## config.mk

```make
export PLATFORM = sky130hd
export DESIGN_NAME = bidirectional_3bit_counter
export DESIGN_NICKNAME = d
export VERILOG_FILES = /design/src/rtl/bidirectional_3bit_counter.sv
export SDC_FILE = /design/constraint.sdc
export NUM_CORES = 1
export LEC_CHECK = 0
export ABC_AREA = 1
export BUFFER_PORTS_ARGS = -buffer_cell sky130_fd_sc_hd__buf_2
export CELL_PAD_IN_SITES_DETAIL_PLACEMENT = 0
export CELL_PAD_IN_SITES_GLOBAL_PLACEMENT = 1
export CORE_AREA = 10 10 47 49
export DETAILED_ROUTE_END_ITERATION = 6
export DIE_AREA = 0 0 57 59
export HOLD_SLACK_MARGIN = 0.06
export PLACE_DENSITY_LB_ADDON = 0.3
export SYNTH_ARGS = -nofsm -noshare
export SYNTH_HDL_FRONTEND = slang
export SYNTH_SLANG_ARGS = --single-unit
export TNS_END_PERCENT = 100
```

## constraint.sdc

```tcl
create_clock -name clk -period 2.45 [get_ports clk]
set_input_delay 0.49 -clock clk [delete_from_list [all_inputs] [get_ports clk]]
set_output_delay 0.49 -clock clk [all_outputs]
set_load 0.02 [all_outputs]
```

## src/rtl/bidirectional_3bit_counter.sv

```systemverilog
// 3-bit up/down counter with parallel load, built from three JK flip-flops.
// The jkff cell below is also delivered and tested on its own.

module jkff (
    output logic q,
    output logic qbar,
    input  logic j,
    input  logic k,
    input  logic clk,
    input  logic clr
);

    always_ff @(posedge clk or posedge clr) begin
        if (clr) begin
            q <= 1'b0;
        end else begin
            unique case ({j, k})
                2'b00: q <= q;
                2'b01: q <= 1'b0;
                2'b10: q <= 1'b1;
                2'b11: q <= ~q;
            endcase
        end
    end

    assign qbar = ~q;

endmodule

module bidirectional_3bit_counter (
    input  logic       clk,
    input  logic       clr,
    input  logic       mode,
    input  logic       set,
    input  logic [2:0] setnum,
    output logic [2:0] count
);

    logic [2:0] q;
    logic [2:0] qb;
    logic [2:0] t;
    logic [2:0] j;
    logic [2:0] k;
    logic       unused_qb2;

    // Up: toggle when all lower bits are 1; down: when all lower bits are 0.
    always_comb begin
        t    = 3'b000;
        t[0] = 1'b1;
        t[1] = mode ? qb[0] : q[0];
        t[2] = mode ? (qb[0] & qb[1]) : (q[0] & q[1]);
    end

    // A load drives each cell with j=d, k=~d so it lands on d regardless of state.
    always_comb begin
        j = t;
        k = t;
        if (set) begin
            j = setnum;
            k = ~setnum;
        end
    end

    for (genvar i = 0; i < 3; i++) begin : g_cell
        jkff u_ff (
            .q    (q[i]),
            .qbar (qb[i]),
            .j    (j[i]),
            .k    (k[i]),
            .clk  (clk),
            .clr  (clr)
        );
    end

    assign unused_qb2 = qb[2];
    assign count      = q;

endmodule

```

# Yosys cells after proc, flatten, opt, wreduce, memory -nomap -nowiden
# Cells that the tools add are included.
# word_totals
ff_bits	3
inputBits	7
output_inout_bits	3
word_cells	28
# classes
n_eq_ne	9
muxes	7
n_bitwise	6
reduce_logical	3
# ops
operator	count
equality test 2 bit (second input constant)	6
case mux 1 bit (3 select lines)	3
equality test 2 x 1 -> 1 bit (second input constant)	3
zero test 2 bit	3
2-to-1 mux 3 bit	2
inverter 1 bit	3
inverter 3 bit	1
bitwise AND 1 bit	2
2-to-1 mux 1 bit	2

# Longest topological paths before layout
# logic_depth
word_depth	6
ltp_mapped	6
depth_no_buf	6

# Cells and area by module
# Synthesis repeated with hierarchy kept, for this count alone.
# hier_totals
hier_cells	40
hier_area_um2	237.7
# modules_own_cells
module	n_inst	cells_each	area_per_inst_um2	seq_area_each_um2
jkff	3	7	52.6	25.0
bidirectional_3bit_counter	1	19	80.1	0.0

# Worst setup path after synthesis
# Ideal clock, no wire load.
# synth_timing
kind	register -> output
from	register g_cell[1].u_ff.q
to	output port count[1]
t_arrival_ps	574
required_time_ps	1960
slack_ps	1386
stages_incl_launch_ff	2
n_path_buf	1
cell_sequence	dfrtp_1 > buf_4
# synth_lines
element	line_no	rtl
start: declaration	5	output logic q,
start signal: assignment	18	2'b00: q <= q;
start signal: assignment	21	2'b11: q <= ~q;
end: declaration	36	output logic [2:0] count
# No word-level cell between the ends.

# Worst setup path in the final report
# layout_timing
from	register g_cell[0].u_ff.q
to	output port count[0]
# layout_lines
element	line_no
start: declaration	5
start signal: assignment	18
start signal: assignment	21
# No word-level cell between the ends.

==> impl_metrics.ini <==
[sta]
worst_pin_slew_ns = 0.205
setup_viol = 0
fin_crit_ns = 1.36
fmax_ghz = 0.734
slew_viol_final = 0
fin_crit_sh_pct = 55.6
fin_tns_setup_ns = 0
rsz0062_at_grt = false
slew_headroom_pct = 86.4
finClkSkew_ns = 0.00260
final_hold_viol_count = 0
holdWs_ns = 0.128

[critical_path]
crit_chain = buf_2
critPathKind = flip-flop to primary output
crit_fanout = 6
critPathTopFamily = flip-flops
critPathCaptureType = primary output
required_ns = 1.96
critPathMaxStageDelay_ns = 0.44
crit_buf_inv = 1
reg2reg_slack_ns = 1.52
crit_arrival_ns = 0.87
cp_slowest_cell = dfrtp_1
critPathLaunchType = flip-flop

[finish]
top_regs = g_cell.u_ff.q (3)
multiInputGateArea_sq_um = 81.3
nets = 48
area_delta_synth_final_pct = 34.8
seq_area_sq_um = 75.1
largest_register_ffs = 3
fill_cells = 174
drive_above_1_share_pct = 35.0
instances_no_fill = 56
largest_register = g_cell.u_ff.q
diodes = 0
stdcell_area_sq_um = 267

[route]
wl_per_cell_um = 8.54
wl_um = 478
drt_iter0_drc = 4
dr.pass1.iters = 3
viasPerCell = 3.30
via_count = 185
ant_nets = 0
drc = 0

[worst_hold_path]
hp-class = input pin to async pin

[clock_tree]
cts.path.max_buffers = 2
htreeDepth = 1
clock_latency_ns = 0.23
numClockSinks = 3
cts_setup_buffers = 0
cts_resized = 0
clkTransAtPathRegs_ns = 0.04
clock-root-buffer = clkbuf_4
postCtsHoldBufs = 0
cts_buffers = 3
cts_tree = done

[power_and_ir_drop]
power_leakage_nw = 0.157
ir_drop_v = 0.000157
power-per-cell-area_nw_per_um2 = 698

[synth]
synthesis.area_sq_um = 198
synth.distinct_cells = 10
synth_top_area_cell = dfrtp_1
ys_ff_latch = 3
synth_fp_nets = 37
ys_seq_area_share_pct = 38.0
netlist.area_leader.share_pct = 38.0
synth_area_per_cell_sq_um = 6.59
synth_warnings = 0
synthTopCellsByArea = dfrtp_1 (38%), nand2_1 (25%), buf_4 (11%), inv_1 (7.6%), nand3_1 (5.1%)
synth_cells = 30

[placed_design]
placed_area_sq_um = 240
gp_congestion = 0.693
post-dp-hpwl_um = 410
placed_cells = 52
port_buffers = 9

[floorplanning]
die_w_um = 57
rows = 14
die_area_sq_um = 3360
ios = 10
die_y_um = 59
start_util_pct = 14.1
coreArea_sq_um = 1400

[job]
maxCapViolations = 0

[global_routing]
globalRouteOverflowTotal = 0
grt_usage_pct = 3.11
grt_max_degree = 7
antenna_found_initial = 0
grt_pass1_wl_um = 772
grt_pass1_vias = 203

[run_status]
status = complete, no violations
layout by cell type, fill, tap and decap left out, drive strengths merged:
cell and count:
nor2 1, clkbuf 4, inv 5, nand2 13, buf 9, o21ai 3
dfrtp 3, nand3 2
routing by layer:
layer | share of wire, % | track usage [%]
met1 | 55 | 3.56
met2 | 37 | 3.10
met3 | 7.5 | 2.15
met4 | 0 | 4.03
met5 | 0 | 0
cell type report:
cell class	count	share of cell area, %
Multi-Input combinational cell	19	30.5
Sequential cell	3	28.2
Timing Repair Buffer	9	16.9
Clock buffer	4	9.86
Tap cell	16	7.51
Inverter	5	7.04
power breakdown:
part	leakage, nW	total (W)	switching, W	internal [W]
clock	0.0150	0.0000853	0.0000243	0.0000610
combinational	0.107	0.0000380	0.0000228	0.0000151
sequential	0.0356	0.0000628	0.00000735	0.0000554
Yosys cell counts:
master / instances
nor2_1: 1
o21ai_1: 1
buf_4: 3
inv_1: 4
o21ai_2: 1
nand2_1: 13
inv_2: 1
o21ai_0: 1
dfrtp_1: 3
nand3_1: 2
stage by stage:
stage / setup slack, ns / power [W] / util [%]
final: 1.09 / 0.000186 / 19.0
after CTS: 1.08 / 0.000191 / 19.0
after global routing: 1.05 / 0.000204 / 19.0
after detailed placement: 1.33 / 0.000102 / 17.1
after floorplan: 1.39 / 0.0000943 / -
after global placement: 1.32 / 0.000102 / 17.1
cell families (layout without fill, tap and decap cells):
kind of cell    Yosys count  in the layout  synth area share [%]
compound gates            3              3                  9.49
buf+inv                   8             18                  20.9
flops                     3              3                  38.0
simple gates             16             16                  31.6
worst paths after layout:
| kind | from | end | cells after the start |
|---|---|---|---|
| max reg2reg | g_cell[1].u_ff.q | g_cell[2].u_ff.q | 4 |
| min in group clk | setnum[2] | g_cell[2].u_ff.q | 3 |
| min | clr | g_cell[0].u_ff.q | 2 |
| max in group asynchronous | clr | g_cell[2].u_ff.q | 2 |
| min reg2reg | g_cell[0].u_ff.q | g_cell[0].u_ff.q | 1 |
| max | g_cell[0].u_ff.q | count[0] | 1 |
No activity file was read; power rests on OpenSTA's default activity.
